<file path="src/rtl/branch_target_predictor_pkg.sv">
// Shared definitions for the IF-stage branch target predictor.
// History width and encodings depend on BHT_TWO_BIT_EN:
//   defined   -> 2-bit saturating counter (00 strong-NT, 01 weak-NT, 10 weak-T, 11 strong-T)
//   undefined -> 1-bit last-outcome history (0 NT, 1 T)
package branch_target_predictor_pkg;

  localparam int ENTRY_BITS_DEF = 6;
  localparam int CNT_WIDTH_DEF  = 32;

  // Resolved branch type carried down to EX; JAL/JALR arrive as NOBRANCH.
  typedef enum logic [2:0] {
    BT_NOBRANCH = 3'd0,
    BT_BEQ      = 3'd1,
    BT_BNE      = 3'd2,
    BT_BLT      = 3'd3,
    BT_BGE      = 3'd4,
    BT_BLTU     = 3'd5,
    BT_BGEU     = 3'd6
  } branch_type_e;

`ifdef BHT_TWO_BIT_EN
  localparam int HIST_W = 2;
  typedef logic [HIST_W-1:0] hist_t;
  localparam hist_t HIST_MIN   = 2'b00;  // strong not-taken
  localparam hist_t HIST_MAX   = 2'b11;  // strong taken
  localparam hist_t HIST_ALLOC = 2'b10;  // weak taken
`else
  localparam int HIST_W = 1;
  typedef logic [HIST_W-1:0] hist_t;
  localparam hist_t HIST_MIN   = 1'b0;
  localparam hist_t HIST_MAX   = 1'b1;
  localparam hist_t HIST_ALLOC = 1'b1;
`endif

  localparam hist_t HIST_RESET = HIST_MIN;

  // The prediction is always the history MSB, for either width.
  function automatic logic hist_taken(hist_t h);
    return h[HIST_W-1];
  endfunction

endpackage

</file>
<file path="src/rtl/branch_target_predictor_sat_counter_update.sv">
// Next-state of one BTB history field given the resolved outcome.
// BHT_TWO_BIT_EN selects a 2-bit saturating counter; otherwise the
// field simply records the last outcome.
module sat_counter_update
  import branch_target_predictor_pkg::*;
(
  input  logic [HIST_W-1:0] cur,
  input  logic              taken,
  output logic [HIST_W-1:0] nxt
);

`ifdef BHT_TWO_BIT_EN
  // Saturating step towards the resolved direction.
  always_comb begin
    nxt = cur;
    if (taken) begin
      if (cur != HIST_MAX) nxt = cur + hist_t'(1);
    end else begin
      if (cur != HIST_MIN) nxt = cur - hist_t'(1);
    end
  end
`else
  // Only the latest outcome matters; the old value is not consulted.
  logic unused_cur;
  assign unused_cur = ^cur;

  // Record the latest outcome.
  always_comb begin
    nxt = taken ? HIST_MAX : HIST_MIN;
  end
`endif

endmodule

</file>
<file path="src/rtl/branch_target_predictor.sv">
// Direct-mapped branch target buffer for the IF stage.
// Lookup of PCF is combinational; the EX-stage resolution updates the
// table at the clock edge and raises MispredictE for the hazard unit.
// History width follows BHT_TWO_BIT_EN (see branch_target_predictor_pkg).
module branch_target_predictor
  import branch_target_predictor_pkg::*;
#(
  parameter int ENTRY_BITS = ENTRY_BITS_DEF,
  parameter int CNT_WIDTH  = CNT_WIDTH_DEF
) (
  input  logic                 clk,
  input  logic                 rst_n,
  input  logic [31:0]          PCF,
  output logic                 PredTakenF,
  output logic [31:0]          PredTargetF,
  input  logic                 UpdateEn,
  input  logic [31:0]          PCE,
  input  logic [2:0]           BranchTypeE,
  input  logic                 BranchE,
  input  logic [31:0]          BranchTargetE,
  input  logic                 PredTakenE,
  input  logic [31:0]          PredTargetE,
  output logic                 MispredictE,
  output logic [31:0]          CorrectPCE,
  output logic [CNT_WIDTH-1:0] BranchCount,
  output logic [CNT_WIDTH-1:0] MispredCount
);

  localparam int TAG_BITS    = 30 - ENTRY_BITS;
  localparam int NUM_ENTRIES = 1 << ENTRY_BITS;

  logic                valid_q  [NUM_ENTRIES];
  logic [TAG_BITS-1:0] tag_q    [NUM_ENTRIES];
  logic [31:0]         target_q [NUM_ENTRIES];
  hist_t               hist_q   [NUM_ENTRIES];

  logic [ENTRY_BITS-1:0] idx_f, idx_e;
  logic [TAG_BITS-1:0]   tag_f, tag_e;
  logic                  hit_f, hit_e;
  logic                  upd_e;
  hist_t                 hist_e, hist_nxt;
  logic [31:0]           pce_plus4;

  // Instructions are word aligned, so the low PC bits never select anything.
  logic unused_pc_lsbs;
  assign unused_pc_lsbs = ^{PCF[1:0], PCE[1:0]};

  assign idx_f = PCF[ENTRY_BITS+1:2];
  assign tag_f = PCF[31:ENTRY_BITS+2];
  assign idx_e = PCE[ENTRY_BITS+1:2];
  assign tag_e = PCE[31:ENTRY_BITS+2];

  // Only conditional branches in a live EX slot train the table.
  assign upd_e     = UpdateEn & (BranchTypeE != BT_NOBRANCH);
  assign pce_plus4 = PCE + 32'd4;

  // Fetch-side lookup; reads the registered table, so a same-cycle
  // update to this index shows up only on the following cycle.
  always_comb begin
    hit_f       = valid_q[idx_f] && (tag_q[idx_f] == tag_f);
    PredTakenF  = hit_f && hist_taken(hist_q[idx_f]);
    PredTargetF = PredTakenF ? target_q[idx_f] : 32'd0;
  end

  // EX-side view of the entry being trained.
  always_comb begin
    hit_e  = valid_q[idx_e] && (tag_q[idx_e] == tag_e);
    hist_e = hist_q[idx_e];
  end

  sat_counter_update u_hist_next (
    .cur   (hist_e),
    .taken (BranchE),
    .nxt   (hist_nxt)
  );

  // Compare the carried prediction with the resolved outcome.
  always_comb begin
    MispredictE = 1'b0;
    CorrectPCE  = pce_plus4;
    if (upd_e) begin
      MispredictE = (PredTakenE != BranchE) ||
                    (PredTakenE && BranchE && (PredTargetE != BranchTargetE));
      if (BranchE) CorrectPCE = BranchTargetE;
    end
  end

  // Table training: hits adjust history (and retarget when taken),
  // taken misses evict whatever occupied the slot.
  always_ff @(posedge clk) begin
    if (!rst_n) begin
      for (int i = 0; i < NUM_ENTRIES; i++) begin
        valid_q[i] <= 1'b0;
        hist_q[i]  <= HIST_RESET;
      end
    end else if (upd_e) begin
      if (hit_e) begin
        hist_q[idx_e] <= hist_nxt;
        if (BranchE) target_q[idx_e] <= BranchTargetE;
      end else if (BranchE) begin
        valid_q[idx_e]  <= 1'b1;
        tag_q[idx_e]    <= tag_e;
        target_q[idx_e] <= BranchTargetE;
        hist_q[idx_e]   <= HIST_ALLOC;
      end
    end
  end

  // Statistics counters; both wrap naturally at their width.
  always_ff @(posedge clk) begin
    if (!rst_n) begin
      BranchCount  <= '0;
      MispredCount <= '0;
    end else if (upd_e) begin
      BranchCount <= BranchCount + CNT_WIDTH'(1);
      if (MispredictE) MispredCount <= MispredCount + CNT_WIDTH'(1);
    end
  end

endmodule

</file>
<file path="config.mk">
export PLATFORM = sky130hd
export DESIGN_NAME = branch_target_predictor
export DESIGN_NICKNAME = d
export VERILOG_FILES = /design/src/rtl/branch_target_predictor_pkg.sv /design/src/rtl/branch_target_predictor_sat_counter_update.sv /design/src/rtl/branch_target_predictor.sv
export SDC_FILE = /design/constraint.sdc
export NUM_CORES = 2
export LEC_CHECK = 0
export CELL_PAD_IN_SITES_DETAIL_PLACEMENT = 0
export CELL_PAD_IN_SITES_GLOBAL_PLACEMENT = 1
export CORE_ASPECT_RATIO = 2
export CORE_UTILIZATION = 25
export DETAILED_ROUTE_END_ITERATION = 10
export GPL_TIMING_DRIVEN = 0
export PLACE_DENSITY_LB_ADDON = 0.1
export SETUP_SLACK_MARGIN = 0.02
export SYNTH_ARGS = -nofsm -noshare
export SYNTH_HDL_FRONTEND = slang
export SYNTH_HIERARCHICAL = 1
export SYNTH_SLANG_ARGS = --single-unit
</file>
<file path="constraint.sdc">
create_clock -name clk -period 6.6 [get_ports clk]
set_clock_uncertainty 0.2 [all_clocks]
set_input_delay 0.99 -clock clk [delete_from_list [all_inputs] [get_ports clk]]
set_output_delay 0.99 -clock clk [all_outputs]
set_load 0.05 [all_outputs]
</file>
==> results.txt <==
The detailed-router iteration count before antenna repair is 6. Setup violations remaining at the end of the flow were counted as 236. The combined area of all synthesized cells is between 150000 and 200000 µm². For this design, the sink count on the clock tree is 3776. The data arrival time at the worst-slack endpoint came out at roughly 6 ns. The library cell used as clock root buffer is sky130_fd_sc_hd__clkbuf_16. The number of global-route vias before repair came out at 98.3k. In this run the tightest slew margin relative to its limit is -0.946%. The die area came out at roughly 650000 µm².

The share of total power dissipated in the clock network is about two fifths. The flow ran to the end, but the final reports show violations. Input and output buffers added on the ports amount to between 200 and 300. STA classifies the critical path endpoint as a primary output. The cell-internal power is 40.4 mW.

The maximum ir drop on the vdd rail is 0.000197 V. The worst-margin pin slew is around 1.5 ns. The final reports fail on max-capacitance violations, max-slew violations, negative setup slack. The worst setup path is launched from an input port. Compared with the post-synthesis result, the final layout area differs by 24.1%. The synthesized instance count is between 8k and 9k. The core region area is roughly 640000 µm². The insertion delay to the later sink of the worst-skew pair came out at ~1.1 ns. Leaving out fill and tap cells, the most frequent cells in the layout are sky130_fd_sc_hd__edfxtp_1, sky130_fd_sc_hd__mux4_2, sky130_fd_sc_hd__mux2i_1, sky130_fd_sc_hd__clkbuf_16, sky130_fd_sc_hd__nand2_1. The maximum number of pins on one net before global-route repair is about 70. The starting density of the core came out at between 20% and 30%. Summing all placed instances gives a cell area of around 180000 µm². STA puts the critical path data required time at 5.41 ns. Combinational logic is responsible for 9.5% of the overall power. Averaged over all synthesized cells, the footprint is roughly 20 µm². Clock-pin slew was measured on the worst setup and hold paths at ~0.06 ns. The yosys synthesis warning count is 6.

The global placer's final weighted congestion came out at ~0.9. The time the worst path needs with I/O delays and setup is just over 7 ns. The first-pass GRT wire length is ~1100000 µm.

Global routing used 26.2% of the available tracks. The portion of the clock cycle consumed by the worst path in the final layout is 110%. Setup repair after global routing could not meet its margin everywhere. The reported net switching power came out at between 10 and 15 mW. The detailed router's first-iteration violation count is 10.0k. Net switching is 25.2% of the power. The number of endpoints with negative hold slack in the final report came out at 0. Summed over all layers, the global routing overflow is 0. The overall routed net length is ~860000 µm. TritonCTS built the clock tree.

For this design the ratio of total power to cell area is 270 nW/µm². The number of nets in the synthesized netlist came out at slightly above 8k. The row count is roughly 420. Across the run, the number of max-cap violations was 1. The number of fill cells in the layout is around 62k.

Setup slack on the critical path of the routed design comes to -0.633 ns. The leading cell type in the layout, fill and taps excluded is sky130_fd_sc_hd__edfxtp_1. The number of antenna violations at the first check in global routing was 61. The total DRC errors in the routed layout came out at 0. Dividing the detail-routed via count by the number of cells gives approximately 5.3. The maximum operating frequency is roughly 140 MHz.

The total number of vias came out at 95.7k. The boundary pin count came out at about 270. The finished cells cover around 200000 µm². The detail-routed net length per standard cell came out at ~47 µm. The sequential cell fraction of total power is between 40% and 50%. The number of max-slew violations in the final report came to 9.

Detailed placement finished with a half-perimeter wire length of 638000 µm. The path class of the tightest hold or removal check is in -> reg. The critical path in this run is classified as in -> out. The x dimension of the die came out at 569 µm.

The end-of-flow core utilization came out at between 30 and 40%. The buffer levels on the longest clock path came out at 5. After the last flow step, the layout net total stands at about 9.4k. The highest net fanout along the worst path came out at 8. The die extent in y came out at approximately 1100 µm. The leakage power came out at roughly 63 nW.

The share of post-route cells with drive strength above 1 is roughly 34%. Clock tree synthesis inserted a total of around 400 buffers. The post-route antenna net violation count is 0. The maximum level of the CTS H-tree is 5.
==> power groups by stage <==
stage               clock network (mW)  registers [mW]  logic (mW)
floorplan                            0            26.8        1.96
global placement                     0            26.9        4.67
detailed placement                   0            26.8        4.87
CTS                               23.0            26.2        5.10
global route                      23.6            26.2        5.11
finish                            22.6            26.3        5.10
==> path summary, 6_finish.rpt <==
kind / startpoint / endpoint / slack [ns] / cells past startpoint
max: PCF[2] / PredTargetF[3] / -0.63 / 14
min: PCE[8] / tag_q[32][0] / 0.05 / 1
max reg2reg: tag_q[34][20] / tag_q[32][21] / 1.27 / 16
min reg2reg: hist_q[40] / hist_q[40] / 0.26 / 2
==> layer usage <==
layer / vias up / share of wire, % / global-route usage, %
met3: 1818 / 4.5 / 3.47
met5: - / 0.012 / 0
li1: 36400 / - / -
met4: 16 / 10 / 23.0
met1: 52800 / 31 / 25.1
met2: 4702 / 54 / 48.8
==> per-stage QoR <==
stage | instances | hold slack, ns | worst slack (ns) | total power [mW] | TNS (ns)
after CTS | 18100 | 0.0121 | -0.544 | 54.3 | -7.91
final | 18200 | 0.0535 | -0.633 | 53.9 | -24.47
after detailed placement | 17300 | 0.253 | -4.84 | 31.6 | -7793.28
after floorplan | 8112 | 0.239 | 0.294 | 28.7 | 0
after global routing | 18200 | 0.0634 | -0.495 | 55.0 | -11.33
after global placement | 16900 | 0.249 | -9.35 | 31.5 | -
==> worst max-delay path, cell delays in order <==
cell and delay [ns]:
sky130_fd_sc_hd__buf_16 0.13, sky130_fd_sc_hd__buf_12 0.16, sky130_fd_sc_hd__buf_16 0.18, sky130_fd_sc_hd__buf_16 0.21, sky130_fd_sc_hd__mux4_2 0.55, sky130_fd_sc_hd__mux4_2 0.56
sky130_fd_sc_hd__mux4_2 0.64, sky130_fd_sc_hd__xnor2_4 0.60, sky130_fd_sc_hd__nand3_4 0.40, sky130_fd_sc_hd__nor3_4 0.31, sky130_fd_sc_hd__clkbuf_16 0.23, sky130_fd_sc_hd__nand2_8 0.13
sky130_fd_sc_hd__a211oi_4 0.53, sky130_fd_sc_hd__buf_6 0.24
==> flip-flops by register name, summed over array words and instances, names as in the netlist <==
register      count
BranchCount      32
MispredCount     32
hist_q           64
tag_q          1536
target_q       2048
valid_q          64
==> cell type report <==
cell class / instances / area [µm²] / share of cell area [%]
flip-flops and latches: 3776 / 111000 / 55.9
multi-input cells: 3753 / 48200 / 24.1
repair buffers: 753 / 11500 / 5.77
well taps: 8569 / 10700 / 5.37
clock buffers: 474 / 10300 / 5.15
plain buffers: 566 / 5010 / 2.51
clock inverters: 217 / 2050 / 1.03
diodes: 87 / 218 / 0.109
inverters: 16 / 71.3 / 0.0358
==> repair_timing <==
item / 4_1_cts / 5_1_grt
hold buffers: 3 / 0
setup endpoints to repair: 2915 / 197
pin swaps: 50 / 20
buffers inserted: 75 / 54
gates resized for setup: 1110 / 88
cloned: 2 / 1
hold endpoints to repair: 14 / 0
No activity file was read; power rests on OpenSTA's default activity.
